File: src/rtl/elastic_buffer_if.sv
`default_nettype none
// ============================================================================
//  Module      : elastic_buffer_if
//  Description : Valid/ready handshake bundle plus occupancy status for the
//                elastic buffer. The slave modport is the buffer side and the
//                master modport is the surrounding environment.
//  Revision    : 1.0 - initial release
// ============================================================================
interface elastic_buffer_if #(
    parameter int DATA_WIDTH = 8,
    parameter int DEPTH      = 4
);
    localparam int c_CNT_W = $clog2(DEPTH + 1);

    logic                  in_valid_i;
    logic                  in_ready_o;
    logic [DATA_WIDTH-1:0] in_data_i;
    logic                  out_valid_o;
    logic                  out_ready_i;
    logic [DATA_WIDTH-1:0] out_data_o;
    logic [c_CNT_W-1:0]    count_o;
    logic                  almost_full_o;

    modport slave (
        input  in_valid_i,
        input  in_data_i,
        input  out_ready_i,
        output in_ready_o,
        output out_valid_o,
        output out_data_o,
        output count_o,
        output almost_full_o
    );

    modport master (
        output in_valid_i,
        output in_data_i,
        output out_ready_i,
        input  in_ready_o,
        input  out_valid_o,
        input  out_data_o,
        input  count_o,
        input  almost_full_o
    );
endinterface
`default_nettype wire

File: src/rtl/elastic_buffer.sv
`default_nettype none
// ============================================================================
//  Module      : elastic_buffer
//  Description : DEPTH-entry elastic buffer between two valid/ready stages.
//                in_ready, out_valid, out_data, count and almost_full are all
//                flop-driven, so the ready path is broken.
//                Optional feature macro: ELASTIC_BUFFER_CUT_THROUGH_EN
//                (zero-latency bypass when the buffer is empty).
//  Revision    : 1.0 - initial release
// ============================================================================
module elastic_buffer #(
    parameter int DATA_WIDTH   = 8,
    parameter int DEPTH        = 4,
    parameter int AFULL_THRESH = 3
) (
    input  logic              clk,
    input  logic              rst,
    elastic_buffer_if.slave   bus
);
    localparam int c_CNT_W = $clog2(DEPTH + 1);
    localparam int c_PTR_W = (DEPTH > 1) ? $clog2(DEPTH) : 1;
    localparam logic [c_CNT_W-1:0] c_DEPTH = c_CNT_W'(DEPTH);
    localparam logic [c_CNT_W-1:0] c_AFULL = c_CNT_W'(AFULL_THRESH);
    localparam logic [c_PTR_W-1:0] c_LAST  = c_PTR_W'(DEPTH - 1);

    // Storage (never reset) and control state
    logic [DATA_WIDTH-1:0] r_mem [DEPTH];
    logic [c_PTR_W-1:0]    r_wr_ptr;
    logic [c_PTR_W-1:0]    r_rd_ptr;
    logic [c_CNT_W-1:0]    r_count;
    logic                  r_in_ready;
    logic                  r_out_valid;
    logic [DATA_WIDTH-1:0] r_out_data;
    logic                  r_afull;

    logic                  w_push;
    logic                  w_pop;
    logic                  w_bypass;
    logic                  w_store;
    logic                  w_take;
    logic                  w_out_valid;
    logic [DATA_WIDTH-1:0] w_out_data;
    logic [c_PTR_W-1:0]    w_wr_ptr_nxt;
    logic [c_PTR_W-1:0]    w_rd_ptr_nxt;
    logic [c_CNT_W-1:0]    w_count_nxt;
    logic [DATA_WIDTH-1:0] w_head_nxt;

    // Handshakes, output muxing and the next control state
    always_comb begin
        w_push       = bus.in_valid_i & r_in_ready;
`ifdef ELASTIC_BUFFER_CUT_THROUGH_EN
        // With nothing stored, the incoming beat is presented directly.
        w_out_valid  = r_out_valid | ((r_count == '0) & bus.in_valid_i);
        w_out_data   = r_out_valid ? r_out_data
                     : (bus.in_valid_i ? bus.in_data_i : '0);
        w_bypass     = (r_count == '0) & w_push & bus.out_ready_i;
`else
        w_out_valid  = r_out_valid;
        w_out_data   = r_out_data;
        w_bypass     = 1'b0;
`endif
        w_pop        = w_out_valid & bus.out_ready_i;
        // A bypassed beat neither enters nor leaves storage.
        w_store      = w_push & ~w_bypass;
        w_take       = w_pop & ~w_bypass;

        w_wr_ptr_nxt = r_wr_ptr;
        if (w_store) begin
            w_wr_ptr_nxt = (r_wr_ptr == c_LAST) ? '0 : r_wr_ptr + 1'b1;
        end
        w_rd_ptr_nxt = r_rd_ptr;
        if (w_take) begin
            w_rd_ptr_nxt = (r_rd_ptr == c_LAST) ? '0 : r_rd_ptr + 1'b1;
        end

        w_count_nxt = r_count;
        case ({w_store, w_take})
            2'b10:   w_count_nxt = r_count + 1'b1;
            2'b01:   w_count_nxt = r_count - 1'b1;
            default: w_count_nxt = r_count;
        endcase

        // The next head is the beat being written now only when it lands
        // exactly at the next read position (buffer empty after this cycle's
        // pop); otherwise it is already in storage.
        w_head_nxt = '0;
        if (w_count_nxt != '0) begin
            if (w_store && (r_wr_ptr == w_rd_ptr_nxt)) begin
                w_head_nxt = bus.in_data_i;
            end else begin
                w_head_nxt = r_mem[w_rd_ptr_nxt];
            end
        end
    end

    // Storage write on an accepted, non-bypassed beat
    always_ff @(posedge clk) begin
        if (w_store) begin
            r_mem[r_wr_ptr] <= bus.in_data_i;
        end
    end

    // Control state and registered outputs; reset overrides any handshake
    always_ff @(posedge clk) begin
        if (rst) begin
            r_wr_ptr    <= '0;
            r_rd_ptr    <= '0;
            r_count     <= '0;
            r_in_ready  <= 1'b1;
            r_out_valid <= 1'b0;
            r_out_data  <= '0;
            r_afull     <= 1'b0;
        end else begin
            r_wr_ptr    <= w_wr_ptr_nxt;
            r_rd_ptr    <= w_rd_ptr_nxt;
            r_count     <= w_count_nxt;
            r_in_ready  <= (w_count_nxt < c_DEPTH);
            r_out_valid <= (w_count_nxt != '0);
            r_out_data  <= w_head_nxt;
            r_afull     <= (w_count_nxt >= c_AFULL);
        end
    end

    assign bus.in_ready_o    = r_in_ready;
    assign bus.out_valid_o   = w_out_valid;
    assign bus.out_data_o    = w_out_data;
    assign bus.count_o       = r_count;
    assign bus.almost_full_o = r_afull;

endmodule
`default_nettype wire

File: src/flat_wrapper.sv
// flat-port wrapper written by rule: the top's interface ports become plain ports
module elastic_buffer_flat 
#(
    parameter int DATA_WIDTH   = 8,
    parameter int DEPTH        = 4,
    parameter int AFULL_THRESH = 3
)
  (clk, rst, bus_in_valid_i, bus_in_data_i, bus_out_ready_i, bus_in_ready_o, bus_out_valid_o, bus_out_data_o, bus_count_o, bus_almost_full_o);
  elastic_buffer_if #(.DATA_WIDTH(DATA_WIDTH), .DEPTH(DEPTH)) bus_i ();
  input  logic clk;
  input  logic rst;
  input wire logic [$bits(bus_i.in_valid_i)-1:0] bus_in_valid_i;
  input wire logic [$bits(bus_i.in_data_i)-1:0] bus_in_data_i;
  input wire logic [$bits(bus_i.out_ready_i)-1:0] bus_out_ready_i;
  output wire logic [$bits(bus_i.in_ready_o)-1:0] bus_in_ready_o;
  output wire logic [$bits(bus_i.out_valid_o)-1:0] bus_out_valid_o;
  output wire logic [$bits(bus_i.out_data_o)-1:0] bus_out_data_o;
  output wire logic [$bits(bus_i.count_o)-1:0] bus_count_o;
  output wire logic [$bits(bus_i.almost_full_o)-1:0] bus_almost_full_o;
  assign bus_i.in_valid_i = bus_in_valid_i;
  assign bus_i.in_data_i = bus_in_data_i;
  assign bus_i.out_ready_i = bus_out_ready_i;
  assign bus_in_ready_o = bus_i.in_ready_o;
  assign bus_out_valid_o = bus_i.out_valid_o;
  assign bus_out_data_o = bus_i.out_data_o;
  assign bus_count_o = bus_i.count_o;
  assign bus_almost_full_o = bus_i.almost_full_o;
  elastic_buffer #(.DATA_WIDTH(DATA_WIDTH), .DEPTH(DEPTH), .AFULL_THRESH(AFULL_THRESH)) u_core (.clk(clk), .rst(rst), .bus(bus_i));
endmodule
File: config.mk
export PLATFORM = sky130hd
export DESIGN_NAME = elastic_buffer_flat
export DESIGN_NICKNAME = d
export VERILOG_FILES = /design/src/rtl/elastic_buffer_if.sv /design/src/rtl/elastic_buffer.sv /design/src/flat_wrapper.sv
export SDC_FILE = /design/constraint.sdc
export NUM_CORES = 1
export LEC_CHECK = 0
export CAP_MARGIN = 20
export CORE_MARGIN = 10
export CORE_UTILIZATION = 60
export CTS_CLUSTER_DIAMETER = 150
export DETAILED_ROUTE_END_ITERATION = 7
export DONT_BUFFER_PORTS = 1
export PLACE_DENSITY = 0.76
export SLEW_MARGIN = 20
export SYNTH_ARGS = -nofsm -noshare
export SYNTH_HDL_FRONTEND = slang
export SYNTH_SLANG_ARGS = --single-unit
File: constraint.sdc
create_clock -name clk -period 5.1 [get_ports clk]
set_input_delay 0.765 -clock clk [delete_from_list [all_inputs] [get_ports clk]]
set_output_delay 0.765 -clock clk [all_outputs]
set_load 0.01 [all_outputs]
# Word level (Yosys, flattened, before mapping)
# Memories as Yosys holds them, arrays and structs flattened. A register that Yosys moved wholly into a read port is not among the register bits.
# Index checks and enable logic that the tools add are counted.
# Widths: inputs -> output; s select.
totals:
  regBits: 10
  ram_bits: 32
  input_bits: 12
  out_inout_bits: 14
  wordCells: 28
  n_memories: 1
memory_table:
  columns: ["name", "words", "width", "rd", "rd_clocked_by_memory_dff", "wr", "line_no", "text"]
  rows:
  - ["u_core.r_mem", 4, 8, 1, 1, 1, "elastic_buffer.sv:27", "logic [DATA_WIDTH-1:0] r_mem [DEPTH];"]
classes:
  add_sub_neg: 4
  order_cmp: 2
  n_eq_ne: 4
  muxes: 6
  n_bitwise: 3
  reduce_logical: 2
ops:
  columns: ["op", "count"]
  rows:
  - ["$eq 2x2->1 const B", 3]
  - ["$mux 2", 3]
  - ["$pmux 3 s2", 1]
  - ["$add 2x1->2 const B", 2]
  - ["$add 3x1->3 const B", 1]
  - ["$ge 3x2->1 const B", 1]
  - ["$lt 3x3->1 const B", 1]
  - ["$reduce_bool 3->1", 1]
  - ["$sub 3x1->3 const B", 1]
  - ["$and 1x1->1", 2]
  - ["$eq 2x1->1 const B", 1]
  - ["$mux 1", 2]
  - ["$reduce_or 2->1", 1]
  - ["$not 1->1", 1]

# Logic depth before layout (Yosys ltp)
# Gate-level depths: netlist of run 1.
logic_depth:
  word_depth: 6
  ltp_mapped: 10
  depth_no_buf: 9

# Least setup slack after synthesis of run 1
# OpenSTA, ideal clock, no wires.
synth_timing:
  path_kind: "input to register"
  startpoint: "input port bus_in_valid_i"
  endpoint: "register u_core.r_out_data[0] (netlist: u_core.bus.out_data_o[0]) (read register of u_core.r_mem)"
  setup_ps: 59
  t_arrival_ps: 2642
  required_ps: 5041
  path_slack_ps: 2399
  path_stages: 9
  path_buffers: 1
  cell_sequence: "nand2_1 -> ha_1 -> fa_1 -> xnor2_1 -> or3_1 -> a31oi_1 -> and4bb_2 -> buf_4 -> a22o_1"
synth_between:
  elab_chain_cells: 6
synth_lines:
  columns: ["item", "line_no", "text"]
  rows:
  - ["from (decl)", "flat_wrapper.sv:12", "input wire logic [$bits(bus_i.in_valid_i)-1:0] bus_in_valid_i;"]
  - ["$and 1x1->1 (*)", "elastic_buffer.sv:50", "w_push = bus.in_valid_i & r_in_ready;"]
  - ["$eq 2x1->1 / $eq 2x2->1 (equally long branches)", "elastic_buffer.sv:77", "case ({w_store, w_take})"]
  - ["$pmux 3 s2 (*)", "elastic_buffer.sv:77", null]
  - ["$reduce_bool 3->1 (*)", "elastic_buffer.sv:87", "if (w_count_nxt != '0) begin"]
  - ["$not 1->1 (no line) (*)", null, null]
  - ["$reduce_or 2->1 (no line) (*)", null, null]
  - ["to (decl)", "elastic_buffer.sv:33", "logic [DATA_WIDTH-1:0] r_out_data;"]
# Every way passes the cells marked *; elsewhere a longest branch is shown, timed or not.
# A chain may end at the register's enable or synchronous reset.

# Worst setup path in the final report of run 1
layout_timing:
  startpoint: "register u_core.r_in_ready (netlist: u_core.bus.in_ready_o)"
  endpoint: "register u_core.r_out_data[5] (netlist: u_core.bus.out_data_o[5]) (read register of u_core.r_mem)"
layout_between:
  elab_chain_cells: 6
layout_lines:
  columns: ["item", "line_no", "text"]
  rows:
  - ["from (decl)", "elastic_buffer.sv:31", "logic r_in_ready;"]
  - ["from (signal assigned)", "elastic_buffer.sv:117", "r_in_ready <= (w_count_nxt < c_DEPTH);"]
  - ["$and 1x1->1 (*)", "elastic_buffer.sv:50", null]
  - ["$eq 2x1->1 / $eq 2x2->1 (equally long branches)", "elastic_buffer.sv:77", null]
  - ["$pmux 3 s2 (*)", "elastic_buffer.sv:77", null]
  - ["$reduce_bool 3->1 (*)", "elastic_buffer.sv:87", null]
  - ["$not 1->1 (no line) (*)", null, null]
  - ["$reduce_or 2->1 (no line) (*)", null, null]
# Marks and branches as above.

==> metrics.txt, run 1 <==
Setup Viol. Count Final 0; die height just under 80 µm; flop2flop setup slack about 2.3 ns; Avg Synthesized Cell Area 17.1 µm²; Antenna Cells 0; Hold Worst Slack 0.438 ns; Critical Path, Cell by Cell nand2_1 -> ha_1 -> fa_1 -> xnor2_1 -> or3_1 -> a31oi_1 -> o31a_1 -> a22o_1; critical path class reg2reg; core area 3100 µm²; first drt pass iteration count 4; FP Rows 20; clk_skew around 0.017 ns; Final Net Count 138; post-layout util 66.8%; Data required, critical path roughly 5.4 ns; max-cap viol count 0; RSZ-0062 raised after global routing false; post-synthesis cell type count 28; routed len/inst about 20 µm; largest net degree at the start of global routing 19; die footprint about 6000 µm²; Final ANT Viol Nets 0; Fmax achieved 363 MHz; Initial Utilization a little under two thirds; layout cell share with drive strength beyond 1 10.0%; setup tns final 0 ns; Total GRT Usage a little over a tenth; CTS Buffer Depth 2; H-Tree Depth 2; dpl hpwl 2250 µm; min cycle time layout 2.76 ns; RR Startpoint u_core.bus.in_ready_o; total standard cell area after synthesis 1970 µm²; antenna violations before repair 0; I/O pins 26; Total Wirelength 3200 µm; final slew viol count 0; R2R depth 8; CP max-delay cell dfxtp_1; Placement Setup Slack 2.14 ns; period utilisation layout between 50% and 60%; total CTS buffers 5; Hold Crit Start rst; Pleak 0.783 nW; Port Buf Inserts 0; vias in the first global route 999; worst hold path type in2reg; routed vias around 950; initial DRC count 77; Worst EP arrival 3.10 ns; worst-margin pin slew 0.703 ns; first-pass GRT wire length 5080 µm; end of the worst register-to-register path u_core.bus.out_data_o[5]; slew margin rel. 52.2%; Synth Instances ~120; Hold EP u_core.r_rd_ptr[0]; Worst-path clk slew 0.16 ns; crit start category register; Seq cells post-synth 50; maximum vdd drop 0.239 mV; status complete, no violations; DR DRC count 0; Max stage delay on crit path 0.49 ns; overall power between 0.9 and 1 mW; clk_lat worst skew 0.38 ns; final setup margin 2.34 ns; Post-CTS Setup Bufs 0; CP Capture Type register; clock sinks 50; sequential share of the synthesized area 67.2%; grt ovf 0; area delta synth->final 5.41%; Syn. warnings 0; global placement routability congestion 0.721; Final Hold Vio Count 0; via/cell ratio 5.76; chip width 77.2 µm; CP max FO 8; Pwr per Cell Area ~440 nW/µm²; Syn Nets 134; post-cts resize count 0; CTS tree built; Clock Root Buffer clkbuf_4; Post-CTS Hold Fix Bufs 0; hold depth 1
-- how the worst max path moves through the flow --
stage | startpoint | endpoint
after floorplan | bus_in_valid_i | u_core.bus.out_data_o[0]
after global placement | bus_in_valid_i | u_core.bus.out_data_o[5]
after global routing | u_core.bus.in_ready_o | u_core.bus.out_data_o[5]
final | u_core.bus.in_ready_o | u_core.bus.out_data_o[5]
after CTS | u_core.bus.in_ready_o | u_core.bus.out_data_o[5]
after detailed placement | bus_in_valid_i | u_core.bus.out_data_o[5]
-- layout make-up --
| cell class | instances | area, µm² |
|---|---|---|
| clock buffer | 5 | 37.5 |
| clock inverter | 3 | 28.8 |
| sequential | 50 | 1320 |
| inverter | 4 | 15.0 |
| multi-input combinational | 58 | 614 |
| tap | 44 | 55.1 |
| fill | 232 | 1030 |
-- kinds of logic (layout without fill, tap and decap cells) --
| logic type | after synthesis | after routing | share of synthesized area [%] |
|---|---|---|---|
| simple gates | 20 | 20 | 5.41 |
| mux | 11 | 11 | 12.9 |
| flops | 50 | 50 | 67.2 |
| buf+inv | 7 | 12 | 1.72 |
| fa+ha+maj | 7 | 7 | 4.84 |
| xor+xnor | 4 | 4 | 1.78 |
| compound gates | 16 | 16 | 6.18 |
-- cell usage after synthesis --
master / n / area (µm²)
fa_1: 1 / 20.0
nor2_1: 6 / 22.5
ha_1: 6 / 75.1
xnor2_1: 4 / 35.0
mux2i_1: 2 / 20.0
and3_1: 4 / 25.0
nand2b_1: 2 / 12.5
clkbuf_1: 1 / 3.75
inv_1: 4 / 15.0
nand2_1: 3 / 11.3
o22ai_1: 1 / 6.26
nor3_1: 1 / 5.00
a22o_1: 8 / 70.1
mux2i_4: 1 / 22.5
mux4_1: 8 / 210
or3_1: 1 / 6.26
a31oi_1: 1 / 6.26
nand2_2: 1 / 6.26
and4bb_2: 1 / 12.5
o21ai_0: 1 / 5.00
o31ai_1: 1 / 7.51
nand3_1: 1 / 5.00
buf_4: 2 / 15.0
dfxtp_1: 18 / 360
a21o_1: 1 / 7.51
edfxtp_1: 32 / 961
a21oi_1: 2 / 10.0
o31a_1: 1 / 8.76
-- state kept, by name, summed over array words and instances, names as in the netlist --
name	count
u_core.r_rd_ptr	2
u_core.bus.in_ready_o	1
u_core.bus.almost_full_o	1
u_core.bus.out_valid_o	1
u_core.r_mem	32
u_core.bus.out_data_o	8
u_core.bus.count_o	3
u_core.r_wr_ptr	2
-- cell usage in the layout (no fill, tap or decap) --
| master | Yosys | final |
|---|---|---|
| a21o_1 | 1 | 1 |
| a21oi_1 | 2 | 2 |
| a22o_1 | 8 | 8 |
| a31oi_1 | 1 | 1 |
| and3_1 | 4 | 4 |
| and4bb_2 | 1 | 1 |
| clkbuf_4 | 0 | 5 |
| clkinv_4 | 0 | 2 |
| dfxtp_1 | 18 | 18 |
| edfxtp_1 | 32 | 32 |
| fa_1 | 1 | 1 |
| ha_1 | 6 | 6 |
| inv_1 | 4 | 4 |
| inv_8 | 0 | 1 |
| mux2i_1 | 2 | 1 |
| mux2i_2 | 0 | 1 |
| mux2i_4 | 1 | 1 |
| mux4_1 | 8 | 8 |
| nand2_1 | 3 | 3 |
| nand2_2 | 1 | 1 |
| nand2b_1 | 2 | 2 |
| nand3_1 | 1 | 1 |
| nor2_1 | 6 | 6 |
| nor3_1 | 1 | 1 |
| o21ai_0 | 1 | 1 |
| o22ai_1 | 1 | 1 |
| o31a_1 | 1 | 1 |
| o31ai_1 | 1 | 1 |
| or3_1 | 1 | 1 |
| xnor2_1 | 4 | 4 |
-- metal layers --
metal / wire length (µm) / part of all wire [%] / vias up / track usage (%)
li1: - / - / 459 / -
met1: 1330 / 42 / 459 / 11.8
met2: 1590 / 50 / 22 / 17.4
met3: 244 / 7.6 / 5 / 5.36
met4: 37 / 1.2 / 0 / 4.93
met5: 0 / 0 / - / 0
-- critical path: cells and delay by family (launching register included) --
kind | cells | cell delay [ns]
xor gates and xnor gates | 1 | 0.14
AOI/OAI and AO/OA | 3 | 0.89
and+or+nand+nor | 2 | 0.53
adders and majority gates | 2 | 0.67
DFF | 1 | 0.49
-- metrics by stage --
stage / area (µm²) / std cells
detailed placement: 2010 / 156
finish: 2070 / 164
global route: 2070 / 164
floorplan: 1970 / 115
CTS: 2070 / 164
global placement: 2000 / 156
-- power breakdown --
part / total, mW / internal, mW / switching (mW)
clock network: 0.195 / 0.0592 / 0.136
registers: 0.538 / 0.489 / 0.0491
logic: 0.174 / 0.0867 / 0.0871
(Power assumes the default switching activity.)
==> inputs of run 2 (changes only) <==
==> constraint.sdc (replaced) <==
create_clock -name clk -period 2.6 [get_ports clk]
set_input_delay 0.39 -clock clk [delete_from_list [all_inputs] [get_ports clk]]
set_output_delay 0.39 -clock clk [all_outputs]
set_load 0.01 [all_outputs]
==> run 2 against run 1 <==
  * First-iteration DRC count is 5.2% lower
  * Setup slack worse by 2.1 ns
  * Die area unchanged
  * Largest power group unchanged
==> metrics.txt, run 2 (synthesis results as in run 1) <==
CP max FO 8; CP Capture Type register; max-cap viol count 0; CTS tree built; Placement Setup Slack 0.0769 ns; Final ANT Viol Nets 0; RSZ-0062 raised after global routing false; overall power 1.88 mW; total CTS buffers 5; Final Hold Vio Count 0; DR DRC count 0; Worst EP arrival ~2.7 ns; Top reg by flops u_core.r_mem; Antenna Cells 0; clk_skew 0.0124 ns; core area 3100 µm²; vias in the first global route between 1000 and 1500; most common cell after layout, fill and taps aside edfxtp_1; crit start category register; status complete, no violations; first drt pass iteration count 4; via/cell ratio 5.84; first-pass GRT wire length 5310 µm; FP Rows 20; slew margin rel. 65.7%; clk_lat worst skew around 0.37 ns; H-Tree Depth 2; setup tns final 0 ns; Pleak 0.820 nW; Data required, critical path 2.92 ns; Clock Root Buffer clkbuf_4; initial DRC count 73; period utilisation layout 91.7%; dpl hpwl 2210 µm; Initial Utilization 63.3%; Worst-path clk slew 0.14 ns; antenna violations before repair 0; clock sinks 50; min cycle time layout 2.38 ns; area delta synth->final 8.85%; worst hold path type in2reg; max FFs per register 32; worst-margin pin slew between 0.5 and 0.6 ns; grt ovf 0; largest net degree at the start of global routing 17; global placement routability congestion slightly above 0.8; Port Buf Inserts 0; layout cell share with drive strength beyond 1 15.1%; Total Wirelength 3240 µm; most frequent cells in the layout 32 x edfxtp_1, 17 x dfxtp_1, 8 x mux4_1, 8 x a22o_1; Hold Worst Slack between 0.07 and 0.08 ns; routed vias 992; CTS Buffer Depth 2; Final Net Count 144; routed len/inst 19.0 µm; Pwr per Cell Area a little under 900 nW/µm²; chip width 77.2 µm; die height 77.2 µm; Fmax achieved 419 MHz; Setup Viol. Count Final 0; maximum vdd drop 0.601 mV; final slew viol count 0; die footprint a little under 6000 µm²; critical path class reg2reg; final setup margin 0.216 ns; I/O pins 26; Total GRT Usage 11.7%
## run 2: path summary, 6_finish.rpt
kind,cells after the start,to,slack [ns],from
setup / recovery,9,u_core.bus.out_data_o[3],0.22,u_core.bus.out_valid_o
hold / removal,1,u_core.r_wr_ptr[1],0.08,rst
setup reg to reg,9,u_core.bus.out_data_o[3],0.22,u_core.bus.out_valid_o
hold reg to reg,2,u_core.r_wr_ptr[1],0.57,u_core.r_wr_ptr[1]
## run 2: critical path: stages, from the launching register on
cell and delay, ns:
dfxtp_1 0.37, nand2_2 0.09, inv_1 0.05, ha_1 0.21, fa_1 0.40, xnor2_1 0.15
or3_1 0.34, a31oi_2 0.23, and4bb_4 0.33, a22o_1 0.16
## run 2: where the power goes
group	switching, mW	internal [mW]
clock	0.241	0.203
sequential	0.0942	0.961
combinational	0.178	0.199
total	0.513	1.36
## run 2: what timing repair did
action,in CTS,in global routing
hold buffers,0,0
buffers inserted,0,2
gates resized for setup,0,3
endpoints found under the setup margin,0,8
## run 2: final cells by class
class	count	area, µm²
Timing Repair Buffer	6	45.0
Fill cell	234	963
Tap cell	44	55.1
Multi-Input combinational cell	58	621
Inverter	4	15.0
Sequential cell	50	1320
Clock inverter	3	43.8
Clock buffer	5	37.5
## run 2: routing by layer
layer / up-vias / GRT usage, % / share of wire [%]
li1: 471 / - / -
met1: 482 / 13.5 / 41
met2: 35 / 18.1 / 49
met3: 4 / 5.36 / 9.1
met4: 0 / 5.47 / 1.2
met5: - / 0 / 0
## run 2: metrics by stage
step                instance area, µm²  std cells  utilization, %
finish                            2140        170            69.0
global route                      2140        170            69.0
floorplan                         1970        115               -
CTS                               2110        168            68.1
detailed placement                2030        160            65.5
global placement                  2030        160            65.5
